### src/rtl/mem_port_sched.sv
// Arbitrates one memory beat per cycle between the MA pipeline and an aux requester; wide accesses
// take two beats (pipeline stalled on the first), read data returns one cycle after the last beat.
module mem_port_sched #(
  parameter int ADDR_W         = 24,
  parameter int DATA_W         = 24,
  parameter int AUX_STARVE_MAX = 8
) (
  input  logic                iw_clk,
  input  logic                iw_rst,
  input  logic                iw_pl_req,
  input  logic                iw_pl_we,
  input  logic                iw_pl_wide,
  input  logic [ADDR_W-1:0]   iw_pl_addr,
  input  logic [2*DATA_W-1:0] iw_pl_wdata,
  output logic                ow_pl_stall,
  output logic                ow_pl_rvalid,
  output logic [2*DATA_W-1:0] ow_pl_rdata,
  input  logic                iw_ax_req,
  input  logic                iw_ax_we,
  input  logic [ADDR_W-1:0]   iw_ax_addr,
  input  logic [DATA_W-1:0]   iw_ax_wdata,
  output logic                ow_ax_gnt,
  output logic                ow_ax_rvalid,
  output logic [DATA_W-1:0]   ow_ax_rdata,
  output logic                ow_mem_mp,
  output logic                ow_mem_en,
  output logic                ow_mem_we,
  output logic [ADDR_W-1:0]   ow_mem_addr,
  output logic [DATA_W-1:0]   ow_mem_wdata,
  input  logic [DATA_W-1:0]   iw_mem_rdata
);

  localparam int SW = $clog2(AUX_STARVE_MAX + 1);
  localparam logic [SW-1:0] STARVE_SAT = SW'(AUX_STARVE_MAX);

  typedef enum logic {S_IDLE, S_WIDE2} state_t;

  state_t            r_state, w_state_nxt;
  logic [SW-1:0]     r_starve, w_starve_nxt;
  logic              r_mp, r_pl_pend, r_wide_pend, r_ax_pend;
  logic [DATA_W-1:0] r_lo;

  logic              w_hi, w_sel_ax, w_sel_pl;
  logic              w_en, w_we, w_stall, w_gnt;
  logic              w_pl_rd, w_wide_rd, w_ax_rd;
  logic [ADDR_W-1:0] w_addr;
  logic [DATA_W-1:0] w_wdata;

  always_comb begin
    w_state_nxt = r_state;
    w_hi        = 1'b0;
    w_sel_ax    = 1'b0;
    w_sel_pl    = 1'b0;
    w_en        = 1'b0;
    w_we        = 1'b0;
    w_stall     = 1'b0;
    w_gnt       = 1'b0;
    w_pl_rd     = 1'b0;
    w_wide_rd   = 1'b0;
    w_ax_rd     = 1'b0;
    w_addr      = '0;
    w_wdata     = '0;
    if (!iw_rst) begin
      // High beat of a wide access is never pre-empted; otherwise a starved aux beats the pipeline.
      case (r_state)
        S_WIDE2: w_hi = 1'b1;
        default: begin
          if (iw_ax_req && (r_starve == STARVE_SAT)) w_sel_ax = 1'b1;
          else if (iw_pl_req)                         w_sel_pl = 1'b1;
          else if (iw_ax_req)                         w_sel_ax = 1'b1;
        end
      endcase
      if (w_hi) begin
        w_en        = 1'b1;
        w_we        = iw_pl_we;
        w_addr      = iw_pl_addr + ADDR_W'(1);
        w_wdata     = iw_pl_we ? iw_pl_wdata[2*DATA_W-1:DATA_W] : '0;
        w_wide_rd   = !iw_pl_we;
        w_state_nxt = S_IDLE;
      end else if (w_sel_ax) begin
        w_en    = 1'b1;
        w_we    = iw_ax_we;
        w_addr  = iw_ax_addr;
        w_wdata = iw_ax_we ? iw_ax_wdata : '0;
        w_gnt   = 1'b1;
        w_stall = iw_pl_req;
        w_ax_rd = !iw_ax_we;
      end else if (w_sel_pl) begin
        w_en    = 1'b1;
        w_we    = iw_pl_we;
        w_addr  = iw_pl_addr;
        w_wdata = iw_pl_we ? iw_pl_wdata[DATA_W-1:0] : '0;
        if (iw_pl_wide) begin
          w_stall     = 1'b1;
          w_state_nxt = S_WIDE2;
        end else begin
          w_pl_rd = !iw_pl_we;
        end
      end
    end
  end

  always_comb begin
    w_starve_nxt = '0;
    if (iw_ax_req && !w_gnt)
      w_starve_nxt = (r_starve == STARVE_SAT) ? r_starve : r_starve + SW'(1);
  end

  always_ff @(posedge iw_clk) begin
    if (iw_rst) begin
      r_state     <= S_IDLE;
      r_starve    <= '0;
      r_mp        <= 1'b0;
      r_pl_pend   <= 1'b0;
      r_wide_pend <= 1'b0;
      r_ax_pend   <= 1'b0;
      r_lo        <= '0;
    end else begin
      r_state     <= w_state_nxt;
      r_starve    <= w_starve_nxt;
      r_mp        <= ~r_mp;
      r_pl_pend   <= w_pl_rd;
      r_wide_pend <= w_wide_rd;
      r_ax_pend   <= w_ax_rd;
      // The low word of a wide read arrives while its high beat is being issued.
      if (w_wide_rd) r_lo <= iw_mem_rdata;
    end
  end

  always_comb begin
    ow_pl_rdata = '0;
    if (!iw_rst) begin
      if (r_wide_pend)    ow_pl_rdata = {iw_mem_rdata, r_lo};
      else if (r_pl_pend) ow_pl_rdata = {DATA_W'(0), iw_mem_rdata};
    end
  end

  assign ow_pl_stall  = w_stall;
  assign ow_pl_rvalid = !iw_rst && (r_pl_pend || r_wide_pend);
  assign ow_ax_gnt    = w_gnt;
  assign ow_ax_rvalid = !iw_rst && r_ax_pend;
  assign ow_ax_rdata  = ow_ax_rvalid ? iw_mem_rdata : '0;
  assign ow_mem_mp    = r_mp && !iw_rst;
  assign ow_mem_en    = w_en;
  assign ow_mem_we    = w_we;
  assign ow_mem_addr  = w_addr;
  assign ow_mem_wdata = w_wdata;

endmodule

### config.mk
export PLATFORM = sky130hd
export DESIGN_NAME = mem_port_sched
export DESIGN_NICKNAME = d
export VERILOG_FILES = /design/src/rtl/mem_port_sched.sv
export SDC_FILE = /design/constraint.sdc
export NUM_CORES = 1
export LEC_CHECK = 0
export ABC_CLOCK_PERIOD_IN_PS = 1600
export BUFFER_PORTS_ARGS = -buffer_cell sky130_fd_sc_hd__buf_2
export CORE_MARGIN = 8
export CORE_UTILIZATION = 36
export DETAILED_ROUTE_END_ITERATION = 12
export HOLD_SLACK_MARGIN = 0.12
export PLACE_DENSITY = 0.89
export SETUP_SLACK_MARGIN = 0.05
export SLEW_MARGIN = 40
export SYNTH_ARGS = -nofsm -noshare
export SYNTH_HDL_FRONTEND = slang
export SYNTH_SLANG_ARGS = --single-unit
### constraint.sdc
create_clock -name iw_clk -period 1.6 [get_ports iw_clk]
set_input_delay 0 -clock iw_clk [delete_from_list [all_inputs] [get_ports iw_clk]]
set_output_delay 0 -clock iw_clk [all_outputs]
set_load 0.01 [all_outputs]
* Word-level counts from Yosys, hierarchy flattened
Index checks and enable logic that the tools add are counted.
Word-level totals: flip-flop bits (word level) 33, input bits 151, output and inout port bits 127, logic and storage cells 73
Operators by class: $add $sub $neg 2, equality and inequality tests 1, multiplexer cells 44, bitwise gates (word level) 4, reduce and logical (&&, ||, !) cells 15
Operator list (count):
- $mux 24 | 13
- $mux 48 | 2
- $mux 1 | 29
- $add 24x1->24 const B | 1
- $logic_and 1x1->1 | 5
- $reduce_or 5->1 | 1
- $add 4x1->4 const B | 1
- $eq 4x4->1 const B | 1
- $logic_not 1->1 | 4
- $not 1->1 | 4
- $reduce_or 2->1 | 2
- $reduce_and 3->1 | 1
- $reduce_or 3->1 | 1
- $logic_or 1x1->1 | 1

* Longest topological paths before layout
depth in word-level cells 12, mapped depth 8, mapped depth without buffers 6

* Least setup slack after synthesis
No wires, ideal clock.
path kind register -> output, start point register r_starve[0], end point output ow_mem_addr[17], data arrival time 1867 ps, required time 1600 ps, setup slack -267 ps, stages on the path, launching flop included 9, buffers on the path 2, cell sequence dfxtp_1 inv_1 ha_1 and3b_1 buf_2 a21oi_2 buf_2 a221oi_1 nor4_1
On the way: cells in the longest elaborated chain, start to end 9, elaborated cells on any way between the ends 12, classes of those cells 1 x eq/ne; 10 x mux; 1 x reduce/logical
RTL lines:
- from (decl) | line 39 | logic [SW-1:0] r_starve, w_starve_nxt;
- from (signal assigned) | line 120 | r_starve <= w_starve_nxt;
- $eq 4x4->1 * | line 68 | if (iw_ax_req && (r_starve == STARVE_SAT)) w_sel_ax = 1'b1;
- $logic_and 1x1->1 * | line 68
- $mux 1 | line 68
- $mux 1 | line 65 | case (r_state)
- $mux 1 | line 63 | if (!iw_rst) begin
- $mux 24 | line 88 | end else if (w_sel_pl) begin
- $mux 24 * | line 80 | end else if (w_sel_ax) begin
- $mux 24 * | line 73 | if (w_hi) begin
- $mux 24 * | line 63
- to (decl) | line 28 | output logic [ADDR_W-1:0] ow_mem_addr,
Mark *: on every way between the ends. The rest lies on a longest branch, timed or not. The select of a mux whose other input is x is not followed.

* Final worst setup path
start point register r_starve[1], end point output ow_mem_addr[21]
The elaborated chain is that of the path after synthesis.

==> metrics <==
most frequent cells in the layout buf_2 (265), nand2_1 (59), and2_1 (52); Area after DPL 5270 um^2; cells along the critical path inv_2, ha_4, and3b_2, a21oi_4, buf_12, a22o_1, a221o_1, buf_2; die extent in x 114 um; Rows 35; grt total ovfl 0; Total Power around 2.5 mW; Vias/cell between 5 and 6; commonest non-fill, non-tap cell in the layout buf_2; TNS Setup -18670 ps; number of synthesized flops with an enable pin 0; global-route wire length before repair approximately 26000 um; Syn Nets 619; Simple-Gate Fraction of Synth Area 0.313; Seq pwr share 0.336; clock slew at reported path FFs 80 ps; most area-consuming cells after synthesis dfxtp_1 (19%), and2_1 (9.4%), a221o_1 (7.2%); final instance area a little under 6000 um^2; crit path DAT 2050 ps; top_reg_cell synth dfxtp_1; routed len/inst 18.4 um; Setup crit end kind output pin; DRT Pass-1 Iters 4; CP max-delay cell dfxtp_2; share of cells above drive strength 1 0.481; post-synthesis cell type count 48; Antenna Nets Post-Route 0; largest family of logic cells by synthesized area compound AO/OA/AOI/OAI gates; antenna violations before repair 0; type of origin of the critical path flip-flop; vias in the first global route 5083; CP peak stage delay 330 ps; Mapped Cells 465; I/O pins approximately 280; max-slew violations 0; core area ~9300 um^2; Crit Path Class flip-flop to output pin; fill cell count 786; combinational share of power 0.413; Synth area leader dfxtp_1; number of inserted diodes 0; Layout Nets 928; Worst Slack Setup Final -450 ps; post-synthesis sequential area ratio 0.191; setup slack, reg-to-reg -70 ps; clk sinks 33; Synth Area in XOR/XNOR 0.0330; area of the multi-input gates between 2000 and 3000 um^2; switch share 0.348; Clk pwr share 0.251; WP data required 1600 ps; slew of the pin with the lowest slew margin 401 ps; Die Y-Extent 114 um; post-synthesis adder-cell area fraction 0.0109; Avg Cell Area, Syn 7.42 um^2; Initial Util 0.372; Leakage between 2 and 3 nW; Fmax 0.488 GHz; H-tree level count 2; largest net degree at the start of global routing 45; Overall Global Routing Usage 0.238; Final Hold Fails 0; unrepaired setup endpoints after global routing yes; hpwl dp 12200 um; PwrDens between 400 and 500 nW/um^2; Area growth, synth to finish 68.3%; Iter 0 DRT Violations 383; Synth Area in Compound Gates 0.315; clk_lat worst skew approximately 280 ps; maximum fanout along the worst path 23; Hold Path Class input port to flip-flop; Register Area ~660 um^2; placed cell count 863; outcome finished with violations; clock buffer depth 2; Inserted Clock Buffers 5; final WL 16600 um; Post-Syn Area 3450 um^2; Via Count around 5000; Worst Skew 5.29 ps; Synth Warn # 0; Residual DRC 0; Psw 0.884 mW; Clock Tree Root clkbuf_8; PortBufs 277; P_int roughly 1.7 mW; fin crit period ~2000 ps; CTS tree built; Max Cap Violations 0; failing checks setup timing; mux contribution to synthesized area 0.0729; top-area cell type share of the netlist area 0.191; final non-filler cell total 904; maximum vdd drop between 0.0003 and 0.0004 V; Rel. slew slack 0.733; die area between 10000 and 15000 um^2; asr flop ratio synth 0; placer congestion estimate 0.886; FF+latch count, synth 33; setup violators final 55; final period utilization 1.28
-- worst paths after layout --
check                            startpoint               to  cells after the start
worst max-delay path            r_starve[1]  ow_mem_addr[21]                      8
worst min-delay path                 iw_rst          r_state                      3
worst max register to register  r_starve[1]      r_starve[0]                      8
worst min register to register         r_mp             r_mp                      1
-- final cells by class --
| type | instances | area share |
|---|---|---|
| timing repair buffer | 343 | 0.359 |
| clock buffer | 5 | 0.0118 |
| inverter | 11 | 0.00711 |
| clock inverter | 3 | 0.00301 |
| tap | 129 | 0.0278 |
| multi-input combinational | 380 | 0.477 |
| sequential | 33 | 0.114 |
-- stage by stage --
step / util / hold slack (ps) / worst slack [ps]
3_5_place_dp: 0.568 / 191 / -140
6_report: 0.626 / 219 / -450
4_1_cts: 0.614 / 175 / -438
3_3_place_gp: 0.568 / 191 / -125
5_1_grt: 0.626 / 202 / -530
2_1_floorplan: - / 65.2 / -44.3
-- cells in the mapped netlist, drive strengths merged (11+ instances only) --
library cell / n
nand2: 59
clkbuf: 32
dfxtp: 33
inv: 11
a21oi: 30
mux2i: 24
nor2: 36
buf: 11
and2: 52
a211oi: 18
a221o: 25
a221oi: 19
nor4: 13
o211a: 26
-- layer usage --
metal	share of wire	GRT usage
met5	0	0
met3	0.11	0.0845
met2	0.49	0.414
met1	0.37	0.256
met4	0.031	0.103
-- flip-flops by register name, summed over array words and instances, names as in the netlist --
register and flops:
r_lo 24, r_starve 4, r_ax_pend 1, r_mp 1
r_pl_pend 1, r_state 1, r_wide_pend 1
-- repair_timing --
action,CTS,global route
hold buffers,27,0
gates cloned,2,0
endpoints found under the setup margin,55,68
hold endpoints to repair,28,0
buffers inserted,1,3
pin swaps,2,3
gates resized for setup,12,17
-- kinds of logic after synthesis --
logic type / count (synthesis)
adders and majority gates: 3
muxes: 25
AOI/OAI and AO/OA: 135
DFF: 33
buffers and inverters: 54
xor gates and xnor gates: 13
and+or+nand+nor: 202
-- critical path, delay by kind of cell, from the launching register on --
kind            cells  cell delay (ps)
compound gates      3              590
fa+ha+maj           1              130
buf+inv             3              390
flops               1              330
simple gates        1              320
-- power by group through the flow --
stage | Clock, mW | Sequential (mW) | Combinational (mW)
4_1_cts | 0.670 | 0.852 | 1.01
3_3_place_gp | 0 | 0.870 | 0.921
5_1_grt | 0.703 | 0.855 | 1.13
6_report | 0.638 | 0.852 | 1.05
2_1_floorplan | 0 | 0.868 | 0.466
3_5_place_dp | 0 | 0.871 | 0.936
Power figures use the tool's default switching activity.
